[src/rtl/trade_order_arbiter.sv]
// -----------------------------------------------------------------------------
// trade_order_arbiter
//
// Shares one downstream order port between N_REQ arbitrage checker cores.
// Pending requests are granted round-robin. The granted price is captured and
// presented downstream with a valid/ready handshake. The block also enforces
// a minimum idle gap after each accepted order, a limit on open (accepted but
// unfilled) orders, and a kill switch.
//
// Ports:
//   clk        : clock, all logic on the rising edge
//   rst        : synchronous, active-high reset
//   req_valid  : per-requester trade request, held until its req_ready
//   req_price  : per-requester price, lane i at [i*PRICE_W +: PRICE_W]
//   req_ready  : one-hot grant/capture strobe (combinational)
//   ord_valid  : order presented downstream
//   ord_ready  : downstream accepts when ord_valid && ord_ready
//   ord_price  : captured price of the granted requester
//   ord_src    : index of the granted requester
//   fill_ack   : one pulse per filled order, returns one credit
//   kill       : level, blocks new grants while high
//   open_cnt   : current number of outstanding orders
//   throttled  : request pending in IDLE but blocked (kill or no credit)
// -----------------------------------------------------------------------------
module trade_order_arbiter #(
    parameter int N_REQ    = 4,
    parameter int PRICE_W  = 64,
    parameter int MIN_GAP  = 4,
    parameter int MAX_OPEN = 8
) (
    input  logic                       clk,
    input  logic                       rst,
    input  logic [N_REQ-1:0]           req_valid,
    input  logic [N_REQ*PRICE_W-1:0]   req_price,
    output logic [N_REQ-1:0]           req_ready,
    output logic                       ord_valid,
    input  logic                       ord_ready,
    output logic [PRICE_W-1:0]         ord_price,
    output logic [$clog2(N_REQ)-1:0]   ord_src,
    input  logic                       fill_ack,
    input  logic                       kill,
    output logic [7:0]                 open_cnt,
    output logic                       throttled
);

    localparam int SRC_W = $clog2(N_REQ);
    localparam int GAP_W = (MIN_GAP > 0) ? $clog2(MIN_GAP + 1) : 1;
    localparam logic [GAP_W-1:0] GAP_LOAD = GAP_W'(MIN_GAP);
    localparam logic [7:0]       OPEN_MAX = 8'(MAX_OPEN);
    localparam logic [SRC_W-1:0] LAST_IDX = SRC_W'(N_REQ - 1);

    typedef enum logic [1:0] {
        IDLE  = 2'd0,
        ISSUE = 2'd1,
        GAP   = 2'd2
    } state_t;

    state_t             state;
    state_t             state_nxt;
    logic [SRC_W-1:0]   rr_ptr;
    logic [GAP_W-1:0]   gap_cnt;
    logic [SRC_W-1:0]   grant_idx;
    logic               grant_found;
    logic               eligible;
    logic               accept;
    logic               do_grant;

    // Round-robin search: first set request at or above rr_ptr, with wrap.
    always_comb begin
        int               idx;
        logic [SRC_W-1:0] idx_s;
        idx         = 0;
        idx_s       = '0;
        grant_found = 1'b0;
        grant_idx   = '0;
        for (int k = 0; k < N_REQ; k++) begin
            idx = int'(rr_ptr) + k;
            if (idx >= N_REQ) begin
                idx = idx - N_REQ;
            end
            idx_s = SRC_W'(idx);
            if (!grant_found && req_valid[idx_s]) begin
                grant_found = 1'b1;
                grant_idx   = idx_s;
            end
        end
    end

    assign eligible  = grant_found && !kill && (open_cnt < OPEN_MAX);
    assign ord_valid = (state == ISSUE);
    assign accept    = ord_valid && ord_ready;
    assign do_grant  = (state == IDLE) && eligible && !rst;

    // Next-state and strobes. Grant/throttle strobes are masked during reset
    // so requesters never see a capture that the register update discards.
    always_comb begin
        state_nxt = state;
        req_ready = '0;
        throttled = 1'b0;
        case (state)
            IDLE: begin
                if (eligible) begin
                    req_ready[grant_idx] = 1'b1;
                    state_nxt            = ISSUE;
                end else begin
                    throttled = |req_valid;
                end
            end
            ISSUE: begin
                // kill is deliberately ignored here: a presented order is
                // never retracted.
                if (accept) begin
                    state_nxt = (MIN_GAP > 0) ? GAP : IDLE;
                end
            end
            GAP: begin
                if (gap_cnt == GAP_W'(1)) begin
                    state_nxt = IDLE;
                end
            end
            default: state_nxt = IDLE;
        endcase
        if (rst) begin
            req_ready = '0;
            throttled = 1'b0;
        end
    end

    // Control state: FSM, round-robin pointer, gap timer, credit counter.
    always_ff @(posedge clk) begin
        if (rst) begin
            state    <= IDLE;
            rr_ptr   <= '0;
            gap_cnt  <= '0;
            open_cnt <= '0;
        end else begin
            state <= state_nxt;
            if (do_grant) begin
                rr_ptr <= (grant_idx == LAST_IDX) ? '0 : grant_idx + 1'b1;
            end
            if (accept) begin
                gap_cnt <= GAP_LOAD;
            end else if (state == GAP) begin
                gap_cnt <= gap_cnt - 1'b1;
            end
            // Accept and fill in the same cycle cancel out; a fill with no
            // open order is ignored.
            if (accept && !fill_ack) begin
                open_cnt <= open_cnt + 1'b1;
            end else if (fill_ack && !accept && (open_cnt != 8'd0)) begin
                open_cnt <= open_cnt - 1'b1;
            end
        end
    end

    // Order capture: price and source latched on the grant edge, held
    // unchanged until the next grant.
    always_ff @(posedge clk) begin
        if (rst) begin
            ord_price <= '0;
            ord_src   <= '0;
        end else if (do_grant) begin
            ord_price <= req_price[grant_idx*PRICE_W +: PRICE_W];
            ord_src   <= grant_idx;
        end
    end

endmodule
[config.mk]
export PLATFORM = sky130hd
export DESIGN_NAME = trade_order_arbiter
export DESIGN_NICKNAME = d
export VERILOG_FILES = /design/src/rtl/trade_order_arbiter.sv
export SDC_FILE = /design/constraint.sdc
export NUM_CORES = 1
export LEC_CHECK = 0
export CORE_AREA = 2 2 135 137
export CTS_BUF_LIST = sky130_fd_sc_hd__clkbuf_16
export DETAILED_ROUTE_END_ITERATION = 8
export DIE_AREA = 0 0 137 139
export PLACE_DENSITY_LB_ADDON = 0.3
export SETUP_SLACK_MARGIN = 0.5
export SKIP_LAST_GASP = 1
export SLEW_MARGIN = 20
export SYNTH_ARGS = -nofsm -noshare
export SYNTH_HDL_FRONTEND = slang
export SYNTH_SLANG_ARGS = --single-unit
[constraint.sdc]
create_clock -name clk -period 3.15 [get_ports clk]
set_input_delay 0.63 -clock clk [delete_from_list [all_inputs] [get_ports clk]]
set_output_delay 0.63 -clock clk [all_outputs]
set_load 0.03 [all_outputs]
==> results of run 1 <==
worst paths after layout:
kind,to,cells past startpoint,slack (ps),from
min reg2reg,ord_src[1],2,440,ord_src[1]
max reg2reg,open_cnt[7],7,810,state[0]
max,req_ready[3],9,560,req_valid[3]
min,ord_src[1],2,440,ord_src[1]
state kept, by name, indices dropped and copies added, names as in the netlist:
register,flops
ord_price,64
open_cnt,8
state,2
gap_cnt,3
rr_ptr,2
ord_src,2
final cells by class:
cell class	instances	area [um^2]
Fill cell	1683	8770
Timing Repair Buffer	361	3620
Multi-Input combinational cell	369	2990
Sequential cell	81	1630
Tap cell	229	287
Clock buffer	9	225
Clock inverter	7	78.8
Inverter	14	55.1
worst max-delay path, stage by stage:
cell and delay [ps]:
clkdlybuf4s15_1 200, inv_1 70, a22o_1 190, a211o_4 370, inv_4 60, ha_2 160, inv_2 50, nor2_4 90
buf_6 130
synth_stat cells, drive strengths merged, types with 5 or more instances:
cell type,instances
inv,14
clkbuf,18
a21oi,14
o221ai,64
buf,21
o21ai,8
nor2,19
xnor2,5
nor3,5
mux2i,131
ha,9
dfxtp,81
nand2,72
per-layer routing:
metal	vias to the layer above	global-route usage
met3	21	0.0581
met2	212	0.300
met1	2349	0.209
met4	0	0.0499
li1	2559	-
met5	-	0
power breakdown:
group / leakage (nW) / total (mW) / switching (mW) / internal [mW]
logic: 2.99 / 3.27 / 1.69 / 1.59
registers: 0.662 / 1.55 / 0.215 / 1.33
clock network: 0.158 / 1.11 / 0.429 / 0.681
repair_timing:
item	in CTS	in global routing
pin swaps	2	10
buffers inserted	4	3
setup endpoints to repair	6	7
gates cloned	0	1
gates resized for setup	10	26
cell families after synthesis:
kind of cell    Yosys count
compound gates          103
xor+xnor                  6
fa+ha+maj                10
buf+inv                  53
flops                    81
mux                     131
simple gates            118
per-stage QoR:
stage                     worst slack (ps)  cell area (um^2)  std cells  hold slack [ps]  total power, mW
after floorplan                        389              4770        502              476             3.47
after global placement                97.5              8410       1046              429             4.68
after detailed placement              33.9              8410       1046              432             4.70
after CTS                              487              8760       1066              441             5.88
after global routing                   497              8880       1070              479             6.29
final                                  564              8880       1070              440             5.93
==> results_dict.tcl, run 1 <==
set metrics [dict create \
    final_common_cell "clkdlybuf4s50_1" \
    synth_top_cell_by_area "dfxtp_1" \
    clockBufferDepth 2 \
    skew_ps 6.61 \
    via_count 5141 \
    io_buffers 344 \
    slew_viol_final 0 \
    setup-violations-final 0 \
    wl_met1_um 7120 \
    hold_viol 0 \
    ir_worst_vdd_mv 0.457 \
    dr_wl_met2_um 8760 \
    critPathLaunchType "primary input" \
    drc 0 \
    crit_fanout 3 \
    tightest_slew_ps 524 \
    num_rows 49 \
    crit_arrival_ps 1960 \
    outcome "finished, final reports clean" \
    drt-initial-drc-count 139 \
    synth_adder_area_share 0.0279 \
    antenna_cells 0 \
    cts-htree-levels 3 \
    finalCritPeriodShare 0.821 \
    coreArea_um2 17700 \
    async_flop_share 0 \
    drt-wirelength-per-cell_um 16.8 \
    synthDistinctLibCells 44 \
    postCtsHoldBufs 0 \
    synth_edf_count 0 \
    routed.top_layer "met4" \
    required_ps 2520 \
    slew-limit-headroom 0.650 \
    synth_compound_area_frac 0.170 \
    syn_area_per_cell_um2 9.46 \
    synth-simple-area-share 0.115 \
    pwr_density_cell_nw_per_um2 668 \
    vias_per_cell 4.80 \
    met3WireLength_um 1750 \
    antenna_found_initial 0 \
    pin_count 345 \
    dp_hpwl_um 13600 \
    dieArea_um2 19000 \
    mostFrequentLayoutCells "334 x clkdlybuf4s50_1, 131 x mux2i_1, 78 x dfxtp_1, 70 x nand2_1, 64 x o221ai_1" \
    drtPass1Iterations 4 \
    root_buffer "clkbuf_16" \
    muxShareOfSynthArea 0.276 \
    fin_setup_tns_ps 0 \
    synthCells 502 \
    ys_seq_elements 81 \
    synth_top_family_by_area "multiplexers" \
    hp-class "flip-flop to flip-flop" \
    endpoint_kind "primary output" \
    max_freq_mhz 387 \
    synth_top_area_frac 0.341 \
    gr-total-overflow 0 \
    drtAntennaViolNets 0 \
    grt_pass1_vias 4964 \
    yosysSeqAreaShare 0.341 \
    track_usage 0.176 \
    crit_type "primary input to primary output" \
    grt_pass1_wl_um 26400 \
    fin_crit_ps 2590 \
    wl_um 18000 \
    ys_warn_count 0 \
    cts_buffers 9 \
    clock_latency_ps 340 \
    synth_area_um2 4750 \
    p_leak_nw 3.81 \
    syn-num-nets 777 \
    die_x_um 137 \
    maxCapViolCount 0 \
    synthTopCellsByArea "dfxtp_1 34%, mux2i_1 28%, o221ai_1 12%, nand2_1 5.6%, ha_1 2.4%" \
    synthToLayoutAreaGrowth_pct 87.0 \
    synth-xor-area-share 0.0111 \
    nets 1111 \
    grt_max_degree 68 \
    clkSlewWorstSetupHoldPaths_ps 50 \
    drive_above_1_share 0.0773 \
    rsz0062_at_grt "yes" \
    postLayoutCoreUtil 0.503 \
    initial_utilization 0.269 \
    die_h_um 139 \
    gp_congestion 0.804 \
    cts_tree "done" \
    synth_ff_type "dfxtp_1" \
    cts.sinks 81 \
]
Power figures use the tool's default switching activity.
==> run 2: changes to the inputs <==
- clock period: 3.15 -> 2.4 ns (I/O delays scaled with it)
==> run 2 against run 1 <==
Against the previous run:
- the run now ends with setup timing left
- hold slack gained 3.7 ps
- clock-buffer cell count is the same
- sequential cell count is the same
- combinational power grew 67%
- clock power grew 32%
- wire length grew 13%
- setup slack lost 570 ps
- core utilization grew 8.8 points
- design area grew 18%
- critical path type is now flip-flop to primary output
- critical endpoint unchanged
==> results_dict.tcl, run 2 (same netlist as run 1, synthesis figures left out) <==
set metrics [dict create \
    outcome "finished, violations left" \
    clockBufferDepth 2 \
    via_count 5488 \
    crit_type "flip-flop to primary output" \
    grt_pass1_vias 5636 \
    die_h_um 139 \
    critPathMaxStageDelay_ps 560 \
    setup_ws_ps -8.76 \
    crit_fanout 4 \
    fin_crit_ps 2410 \
    drc 0 \
    drt-wirelength-per-cell_um 17.9 \
    vias_per_cell 4.82 \
    failed_checks "setup timing" \
    synthToLayoutAreaGrowth_pct 120 \
    nets 1179 \
    dieArea_um2 19000 \
    slew-limit-headroom 0.645 \
    cts.sinks 81 \
    antenna_found_initial 0 \
    gp_congestion 0.796 \
    hp-class "flip-flop to flip-flop" \
    cts_buffers 9 \
    maxCapViolCount 0 \
    clkSlewWorstSetupHoldPaths_ps 60 \
    postCtsHoldBufs 0 \
    wl_um 20400 \
    place_area_um2 8920 \
    cts-htree-levels 3 \
    grt_pass1_wl_um 30500 \
    fin_setup_tns_ps -8.76 \
    place_inst 1087 \
    antenna_cells 0 \
    hold_viol 0 \
    p_comb_frac 0.611 \
    grt_max_degree 42 \
    critical_path_buf_inv_count 2 \
    track_usage 0.207 \
    pin_count 345 \
    pwr_density_cell_nw_per_um2 857 \
    rsz0062_at_grt "yes" \
    crit_slowest_cell "or4_4" \
    dp_hpwl_um 14100 \
    cp_top_family "simple AND/OR/NAND/NOR gates" \
    mostFrequentLayoutCells "315 x clkdlybuf4s50_1, 129 x mux2i_1, 77 x dfxtp_1, 71 x nand2_1, 62 x o221ai_2" \
    slew_viol_final 0 \
    critPathLaunchType "flip-flop" \
    drtPass1Iterations 4 \
    coreArea_um2 17700 \
    final_common_cell "clkdlybuf4s50_1" \
    root_buffer "clkbuf_16" \
    intPower_mw 5.43 \
    final_area_um2 10400 \
    p_sw_mw 3.51 \
    top_regs "ord_price: 64 flops, open_cnt: 8 flops, gap_cnt: 3 flops" \
    crit_chain "or4_4, nor3_4, buf_4, nand2_1, nor2_4, buf_6" \
    setup-violations-final 1 \
    skew_ps 8.65 \
    initial_utilization 0.269 \
    layout.cells.non_filler 1138 \
    pre_cts_slack_ps -394 \
    top_register "ord_price" \
    required_ps 1920 \
    num_rows 49 \
    finalCritPeriodShare 1.00 \
    tightest_slew_ps 533 \
    drtAntennaViolNets 0 \
    seq_power_share 0.226 \
    io_buffers 344 \
    power_frac_clock 0.163 \
    largest_reg_flops 64 \
    die_x_um 137 \
    cts_tree "done" \
    p_leak_nw 4.59 \
    drt-initial-drc-count 160 \
    endpoint_kind "primary output" \
    multi_input_comb_area_um2 3500 \
    max_freq_mhz 415 \
    clock_latency_ps 340 \
    crit_arrival_ps 1930 \
    ir_worst_vdd_mv 0.533 \
    num-fill-cells 1527 \
    seqCellArea_um2 1630 \
    drive_above_1_share 0.231 \
    gr-total-overflow 0 \
    switching_share 0.393 \
]
run 2: cell types whose count changed in the layout (fill, tap and decap cells not counted), sizes merged:
cell	delta
buf	+67
clkdlybuf4s50	-19
dlygate4sd2	+16
dlymetal6s2s	+6
clkdlybuf4s15	-2
bufbuf	+1
clkbuf	-1
clkinv	-1
inv	+1
run 2: power groups by stage:
| stage | Sequential, mW | Combinational (mW) | Clock [mW] |
|---|---|---|---|
| CTS | 2.02 | 5.22 | 1.50 |
| floorplan | 2.74 | 2.00 | 0 |
| finish | 2.03 | 5.47 | 1.46 |
| global route | 2.08 | 5.81 | 1.55 |
| global placement | 2.04 | 4.56 | 0 |
| detailed placement | 2.05 | 4.57 | 0 |
run 2: tightest hold or removal path: stages, from the launching register on:
cell and delay (ps):
dfxtp_1 310, nand2_1 50, nand2_1 40
run 2: final cells by class:
type	instances	share of cell area
Clock buffer	9	0.0216
Clock inverter	7	0.00767
Inverter	14	0.00575
Multi-Input combinational cell	369	0.335
Sequential cell	81	0.156
Tap cell	229	0.0274
Timing Repair Buffer	429	0.446
run 2: timing repair:
item	4_1_cts	5_1_grt
pin swaps	32	34
buffers inserted	15	4
gates resized for setup	113	36
setup endpoints to repair	90	84
gates cloned	16	0
run 2: worst paths after layout:
path,to,slack (ps),depth (start not counted),from
hold / removal,ord_src[1],440,2,ord_src[1]
hold reg to reg,ord_src[1],440,2,ord_src[1]
setup / recovery,req_ready[3],-9,6,open_cnt[7]
setup reg to reg,ord_price[2],70,11,open_cnt[7]
run 2: through the flow:
stage	hold WS [ps]	util	power, mW
6_report	443	0.591	8.95
5_1_grt	454	0.591	9.43
4_1_cts	445	0.578	8.74
3_5_place_dp	437	0.505	6.62
3_3_place_gp	432	0.505	6.60
2_1_floorplan	476	-	4.74
run 2: routing by layer:
metal  part of all wire  track usage
met1               0.38        0.224
met2               0.54        0.401
met3              0.067       0.0428
met4              0.011       0.0521
met5                  0            0
==> run 3: changes to the inputs <==
- CTS_CLUSTER_DIAMETER: default -> 200
==> results of run 3 <==
No change in the layout: final DEF, timing and power equal those of run 2.
